[src/rtl/mdl_bdy_stream_tx.sv]
// BRAM-to-AXIS coefficient streamer: reads coefficient pairs and emits one 64-bit beat per pair.
// Optional stall counter output oSTALL_CNT is enabled by defining MDL_TX_STALL_CNT_EN.
module mdl_bdy_stream_tx #(
  parameter int PRM_ADDR   = 12,
  parameter int PRM_COEFFS = 4096,
  parameter int PRM_DRAM   = 32,
  parameter int PRM_DAXI   = 64
) (
  input  logic                iSYS_CLK,
  input  logic                iSYS_RST,
  input  logic                iFSM_START,
  output logic                oFSM_DONE,
  output logic                oB_en,
  output logic [PRM_ADDR-1:0] oB_addrA,
  output logic [PRM_ADDR-1:0] oB_addrB,
  input  logic [PRM_DRAM-1:0] iB_doutA,
  input  logic [PRM_DRAM-1:0] iB_doutB,
  output logic                oWm_Tvalid,
  input  logic                iWm_Tready,
  output logic [PRM_DAXI-1:0] oWm_Tdata,
  output logic                oWm_Tlast
`ifdef MDL_TX_STALL_CNT_EN
  ,
  output logic [15:0]         oSTALL_CNT
`endif
);

  localparam logic [1:0] ST_IDLE  = 2'd0;
  localparam logic [1:0] ST_RUN   = 2'd1;
  localparam logic [1:0] ST_DRAIN = 2'd2;
  localparam logic [1:0] ST_DONE  = 2'd3;

  localparam logic [PRM_ADDR-1:0] LAST_ADDR = PRM_ADDR'(PRM_COEFFS - 2);
  localparam logic [PRM_ADDR-1:0] LAST_BEAT = PRM_ADDR'(PRM_COEFFS / 2 - 1);

  logic [1:0]          state_q, state_d;
  logic [PRM_ADDR-1:0] addr_q, addr_d;
  logic [PRM_ADDR-1:0] beat_q, beat_d;
  logic                rd_vld_q, rd_vld_d;
  logic [1:0]          cnt_q, cnt_d;
  logic                rd_ptr_q, rd_ptr_d;
  logic                wr_ptr_q, wr_ptr_d;
  logic [PRM_DAXI-1:0] mem_q [2];
  logic [PRM_DAXI-1:0] mem_d [2];

  logic [PRM_DAXI-1:0] rdata_s;
  logic [PRM_DAXI-1:0] tdata_s;
  logic                tvalid_s;
  logic                tlast_s;
  logic                hs_s;
  logic                pop_s;
  logic                push_s;
  logic                issue_s;

  // Output stage: buffered head first, otherwise the BRAM data arriving this cycle falls through.
  always_comb begin
    rdata_s  = {iB_doutB, iB_doutA};
    tvalid_s = (cnt_q != 2'd0) || rd_vld_q;
    if (cnt_q != 2'd0) begin
      tdata_s = mem_q[rd_ptr_q];
    end else if (rd_vld_q) begin
      tdata_s = rdata_s;
    end else begin
      tdata_s = '0;
    end
    tlast_s = tvalid_s && (beat_q == LAST_BEAT);
    hs_s    = tvalid_s && iWm_Tready;
    pop_s   = hs_s && (cnt_q != 2'd0);
    push_s  = rd_vld_q && !(hs_s && (cnt_q == 2'd0));
    issue_s = (state_q == ST_RUN) && (({1'b0, rd_vld_q} + cnt_q) < 2'd2);
  end

  // Buffer bookkeeping: occupancy, pointers and entry writes.
  always_comb begin
    mem_d    = mem_q;
    rd_vld_d = issue_s;
    rd_ptr_d = pop_s ? ~rd_ptr_q : rd_ptr_q;
    wr_ptr_d = push_s ? ~wr_ptr_q : wr_ptr_q;
    if (push_s) begin
      mem_d[wr_ptr_q] = rdata_s;
    end else begin
      mem_d = mem_q;
    end
    case ({push_s, pop_s})
      2'b10:   cnt_d = cnt_q + 2'd1;
      2'b01:   cnt_d = cnt_q - 2'd1;
      default: cnt_d = cnt_q;
    endcase
  end

  // Frame sequencing and read address generation.
  always_comb begin
    state_d = state_q;
    addr_d  = addr_q;
    if (hs_s) begin
      beat_d = beat_q + PRM_ADDR'(1);
    end else begin
      beat_d = beat_q;
    end
    case (state_q)
      ST_IDLE: begin
        if (iFSM_START) begin
          state_d = ST_RUN;
          addr_d  = '0;
          beat_d  = '0;
        end else begin
          state_d = ST_IDLE;
        end
      end
      ST_RUN: begin
        if (issue_s && (addr_q == LAST_ADDR)) begin
          addr_d  = '0;
          state_d = ST_DRAIN;
        end else if (issue_s) begin
          addr_d = addr_q + PRM_ADDR'(2);
        end else begin
          addr_d = addr_q;
        end
      end
      ST_DRAIN: begin
        if (hs_s && tlast_s) begin
          state_d = ST_DONE;
        end else begin
          state_d = ST_DRAIN;
        end
      end
      ST_DONE: state_d = ST_IDLE;
      default: state_d = ST_IDLE;
    endcase
  end

  // State registers with synchronous reset; a reset mid-frame drops everything in flight.
  always_ff @(posedge iSYS_CLK) begin
    if (iSYS_RST) begin
      state_q  <= ST_IDLE;
      addr_q   <= '0;
      beat_q   <= '0;
      rd_vld_q <= 1'b0;
      cnt_q    <= 2'd0;
      rd_ptr_q <= 1'b0;
      wr_ptr_q <= 1'b0;
      mem_q[0] <= '0;
      mem_q[1] <= '0;
    end else begin
      state_q  <= state_d;
      addr_q   <= addr_d;
      beat_q   <= beat_d;
      rd_vld_q <= rd_vld_d;
      cnt_q    <= cnt_d;
      rd_ptr_q <= rd_ptr_d;
      wr_ptr_q <= wr_ptr_d;
      mem_q[0] <= mem_d[0];
      mem_q[1] <= mem_d[1];
    end
  end

  assign oB_en      = issue_s;
  assign oB_addrA   = addr_q;
  assign oB_addrB   = {addr_q[PRM_ADDR-1:1], 1'b1};
  assign oWm_Tvalid = tvalid_s;
  assign oWm_Tdata  = tdata_s;
  assign oWm_Tlast  = tlast_s;
  assign oFSM_DONE  = (state_q == ST_DONE);

`ifdef MDL_TX_STALL_CNT_EN
  logic [15:0] stall_q, stall_d;

  // Backpressure counter: cleared by an accepted start, saturating, held after the frame.
  always_comb begin
    if ((state_q == ST_IDLE) && iFSM_START) begin
      stall_d = 16'd0;
    end else if (tvalid_s && !iWm_Tready && (stall_q != 16'hFFFF)) begin
      stall_d = stall_q + 16'd1;
    end else begin
      stall_d = stall_q;
    end
  end

  // Stall counter register.
  always_ff @(posedge iSYS_CLK) begin
    if (iSYS_RST) begin
      stall_q <= 16'd0;
    end else begin
      stall_q <= stall_d;
    end
  end

  assign oSTALL_CNT = stall_q;
`endif

endmodule

[config.mk]
export PLATFORM = sky130hd
export DESIGN_NAME = mdl_bdy_stream_tx
export DESIGN_NICKNAME = d
export VERILOG_FILES = /design/src/rtl/mdl_bdy_stream_tx.sv
export SDC_FILE = /design/constraint.sdc
export NUM_CORES = 1
export LEC_CHECK = 0
export CORE_AREA = 10 10 169 171
export DETAILED_ROUTE_END_ITERATION = 7
export DIE_AREA = 0 0 179 181
export GPL_TIMING_DRIVEN = 0
export HOLD_SLACK_MARGIN = 0.12
export PLACE_DENSITY_LB_ADDON = 0.1
export SETUP_SLACK_MARGIN = 0.3
export SLEW_MARGIN = 15
export SYNTH_ARGS = -nofsm -noshare
export SYNTH_HDL_FRONTEND = slang
export SYNTH_SLANG_ARGS = --single-unit
[constraint.sdc]
create_clock -name iSYS_CLK -period 5.5 [get_ports iSYS_CLK]
set_input_delay 0.55 -clock iSYS_CLK [delete_from_list [all_inputs] [get_ports iSYS_CLK]]
set_output_delay 0.55 -clock iSYS_CLK [all_outputs]
set_load 0.01 [all_outputs]
* Word level (Yosys, flattened, before mapping) *
Cells that the tools add are included.

cells by class
  add/subtract/negate cells = 5
  $mul = 0
  divide/modulo/power cells = 0
  $lt $le $gt $ge = 4
  equality and inequality tests = 10
  shift operators = 0
  multiplexer cells = 20
  bitwise logic cells = 4
  reduce and logical (&&, ||, !) cells = 17

operators with widths
  kind                                                       number
  two-way mux 64 bit                                         6
  bitwise mux 128 bit                                        1
  two-way mux 12 bit                                         6
  demux 64 bit (select 1 bit)                                1
  one-hot mux 12 bit (2 select lines)                        1
  adder 12 x 1 -> 12 bit (second input constant)             1
  adder 12 x 2 -> 12 bit (second input constant)             1
  equality test 12 x 11 -> 1 bit (second input constant)     1
  equality test 12 bit (second input constant)               1
  logical AND 1 bit                                          9
  one-hot mux 2 bit (4 select lines)                         1
  equality test 2 bit (second input constant)                3
  nonzero test 2 bit                                         3
  equality test 2 x 1 -> 1 bit (second input constant)       2
  greater-or-equal comparator 2 bit (second input constant)  2
  zero test 2 bit                                            2
  NOT 1 -> 2 bit                                             2
  one-hot mux 2 bit (2 select lines)                         1
  inequality test 3 x 2 -> 1 bit (second input constant)     1
  AND reduction 3 bit                                        1
  adder 1 x 2 -> 2 bit                                       1
  adder 2 x 1 -> 2 bit (second input constant)               1
  < comparator 2 x 1 -> 1 bit (second input constant)        1
  < comparator 2 bit (second input constant)                 1
  8 further kinds                                            10

storage, ports and cells
  flip-flop bits (word level) = 159
  bits in latches = 0
  bits in writable memories = 0
  bits in read-only memories = 0
  output and inout bits = 92
  logic and storage cells = 69
  memories kept = 0

* Depth between registers and ports, before layout *
  depth in word-level cells = 8
  gate-level depth with buffers = 8

* Least setup slack after synthesis *
Ideal clock, no wire load.

  path type = register to output
  from = register cnt_q[1]
  to = output oWm_Tdata[10]
  arrival time = 1,401 ps
  data required time = 4,950 ps
  setup slack = 3,549 ps
  stages on the path, launching flop included = 8
  cell sequence = dfxtp_1 > buf_4 > nor2_1 > buf_2 > buf_2 > buf_2 > nand3_1 > o21ai_0

on the way
  cells in the longest elaborated chain, start to end = 2

ends and longest elaborated chain
  item                      RTL line  source
  start: declaration        40        logic [1:0] cnt_q, cnt_d;
  start signal: assignment  149       cnt_q <= cnt_d;
  nonzero test 2 bit        59        if (cnt_q != 2'd0) begin
  two-way mux 64 bit        59
  end: declaration          20        output logic [PRM_DAXI-1:0] oWm_Tdata,

No other way between the ends.

* Final worst setup path *
  from = register cnt_q[1]
  to = output oWm_Tdata[59]

Same word-level chain as after synthesis.

==> flow_metrics.env <==
export IMPL_rr_worst_depth=7
export IMPL_reg2reg_from="cnt_q[1]"
export IMPL_clkPwrFrac=0.364
export IMPL_initial_core_util=0.298
export IMPL_rsz0062_at_grt="no"
export IMPL_synth_cell_types=43
export IMPL_clockBufferDepth=2
export IMPL_grt_max_degree=17
export IMPL_boundaryPins=160
export IMPL_skew_ns=0.0129
export IMPL_hpwl_um=18300
export IMPL_max_stage_delay_ns=0.63
export IMPL_synth_edf_count=0
export IMPL_slew_violations=0
export IMPL_ant_nets=0
export IMPL_htreeDepth=4
export IMPL_dominantRegCellSynth="dfxtp_1"
export IMPL_p_switching_w=0.00105
export IMPL_reg2reg_to="cnt_q[1]"
export IMPL_cts_num_sinks=158
export IMPL_clk_pin_slew_worst_paths_ns=0.06
export IMPL_wl_per_cell_um=17.0
export IMPL_final_cells=1500
export IMPL_finalCriticalPeriod_ns=3.76
export IMPL_grt_antenna_before_repair=0
export IMPL_status="complete, no violations"
export IMPL_hold_depth=2
export IMPL_drive_gt1_frac=0.0744
export IMPL_hold_class="reg -> reg"
export IMPL_cp_cell_sequence="buf_4, nor2_1, buf_2, buf_1, nand3_1, o21ai_0, clkdlybuf4s50_1"
export IMPL_viasPerCell=4.81
export IMPL_first_pass_iters=5
export IMPL_yosys_area_top_type="dfxtp_1"
export IMPL_synth_top_area_frac=0.424
export IMPL_cp_required_ns=4.95
export IMPL_cp_end_kind="output pin"
export IMPL_hold_viol=0
export IMPL_synth_seq_area_share=0.424
export IMPL_syn_nets=1057
export IMPL_min_to="mem_q[116]"
export IMPL_critPathTopFamily="buffers and inverters"
export IMPL_final_design_area_no_fill_um2=10000
export IMPL_drcViolationCount=0
export IMPL_total_power_w=0.00327
export IMPL_die_w_um=179
export IMPL_finalSetupViolCount=0
export IMPL_ys_ff_latch=158
export IMPL_async_reset_ff_frac=0
export IMPL_netlist_area_um2=7460
export IMPL_core_area_um2=25000
export IMPL_power_frac_comb=0.263
export IMPL_seq_power_share=0.373
export IMPL_fp_row_count=58
export IMPL_ys_top_cells_by_count="nand2_1 (278), dfxtp_1 (158), a21oi_1 (140)"
export IMPL_die_area_um2=32400
export IMPL_cts_hold_buf=0
export IMPL_powerDensity_nw_per_um2=326
export IMPL_finalSetupTns_ns=0
export IMPL_overflow=0
export IMPL_ir_drop_mv=0.165
export IMPL_post_dp_cell_area_um2=9450
export IMPL_clkLatencyLatePin_ns=0.43
export IMPL_worst_slew_pin_slew_ns=0.836
export IMPL_hold_start="mem_q[116]"
export IMPL_worstPathArrival_ns=3.21
export IMPL_post_cts_buffers=0
export IMPL_drt_total_wl_um=25500
export IMPL_port_buffers=157
export IMPL_cts_root_buf="clkbuf_16"
export IMPL_worst_hold_slack_ns=0.452
export IMPL_gp_congestion=0.782
export IMPL_drt_initial_drc_count=425
export IMPL_crit_type="reg -> out"
export IMPL_grt_pass1_wl_um=40500
export IMPL_synth_most_common_cell="nand2_1"
export IMPL_cts_resized=0
export IMPL_grt_use_total=0.157
export IMPL_grt_pass1_vias=7205
export IMPL_swShare=0.320
export IMPL_nNetsFinal=1233
export IMPL_internal_power_w=0.00222
export IMPL_ys_top_cells_by_area="dfxtp_1 (42%), nand2_1 (14%), a21oi_1 (9.4%), mux2i_1 (8.6%), nand3_1 (5.3%)"
export IMPL_path_max_fanout=10
export IMPL_fin_crit_sh=0.683
export IMPL_drv_cap=0
export IMPL_synth_cells=981
export IMPL_p_leak_nw=3.15
export IMPL_numCtsBuffers=17
export IMPL_route_vias_total=7209
export IMPL_syn_avg_cell_area_um2=7.61
export IMPL_cp_slowest_cell="clkdlybuf4s50_1"
export IMPL_area_growth_pct=34.5
export IMPL_path_buf_inv=4
export IMPL_die_h_um=181
export IMPL_yosysWarnings=0
export IMPL_r2r_slack_ns=3.11
export IMPL_start_kind="register"
export IMPL_max_slew_margin=0.442
export IMPL_place_inst=1468
export IMPL_n_antenna_cell=0
export IMPL_cts_tree="built"
export IMPL_max_freq_ghz=0.266
layout make-up:
class / instances / area, µm²
inverter: 5 / 18.8
clock inverter: 11 / 133
buffer: 88 / 442
sequential: 158 / 3160
fill: 2628 / 15000
clock buffer: 21 / 460
multi-input combinational: 730 / 3840
tap: 330 / 413
timing repair buffer: 157 / 1570
cell families (layout without fill, tap and decap cells):
group	count (synthesis)	in the layout	share of synthesized area
compound gates	223	223	0.156
xor+xnor	14	14	0.0164
fa+ha+maj	8	8	0.0134
buf+inv	93	282	0.0617
flops	158	158	0.424
mux	64	64	0.0858
other cells	2	2	0.00101
simple gates	419	419	0.242
tightest hold or removal path: stages (launching register included):
cell	delay, ns
dfxtp_1	0.31
nand2_1	0.05
a21oi_1	0.05
how the worst max path moves through the flow:
stage	start	endpoint	slack (ns)	cells past startpoint
after floorplan	cnt_q[1]	oWm_Tdata[10]	3.55	7
after global placement	cnt_q[1]	oWm_Tdata[58]	2.18	7
after detailed placement	cnt_q[1]	oWm_Tdata[58]	2.17	7
after CTS	cnt_q[1]	oWm_Tdata[58]	1.72	7
after global routing	cnt_q[1]	oWm_Tdata[59]	1.58	7
final	cnt_q[1]	oWm_Tdata[59]	1.74	7
layout by cell type (no fill, tap or decap), drive strengths merged, types with 4 or more instances in the layout:
cell             n
ha               8
nand2          278
or3              8
clkdlybuf4s50  157
a31oi            5
mux2i           64
o21ai           69
xor2             9
clkbuf          55
buf             54
clkinv           5
dfxtp          158
nor2            21
nand4            6
inv              7
xnor2            5
nand3           79
nor2b            4
a21oi          140
flip-flops by register name, summed over array words and instances (netlist names):
name and flops:
beat_q 12, mem_q 128, state_q 2, oB_addrA 11, rd_vld_q 1, wr_ptr_q 1, cnt_q 2, rd_ptr_q 1
metal layers:
layer	wire, µm	global-route usage	vias to the layer above
met5	0	0	-
met4	213	0.0341	0
met3	1520	0.0388	15
met2	11700	0.249	190
met1	12100	0.209	3347
li1	-	-	3657
power by group through the flow:
stage / Clock (W) / Sequential (W) / Combinational, W
4_1_cts: 0.00122 / 0.00122 / 0.000875
5_1_grt: 0.00128 / 0.00123 / 0.000944
3_5_place_dp: 0 / 0.00125 / 0.000871
3_3_place_gp: 0 / 0.00125 / 0.000870
2_1_floorplan: 0 / 0.00124 / 0.000481
6_report: 0.00119 / 0.00122 / 0.000861
per-stage QoR:
| stage | util | worst slack [ns] |
|---|---|---|
| after floorplan | - | 3.55 |
| after CTS | 0.401 | 1.72 |
| final | 0.401 | 1.74 |
| after detailed placement | 0.377 | 2.17 |
| after global placement | 0.377 | 2.18 |
| after global routing | 0.401 | 1.58 |
No activity file was read; power rests on OpenSTA's default activity.
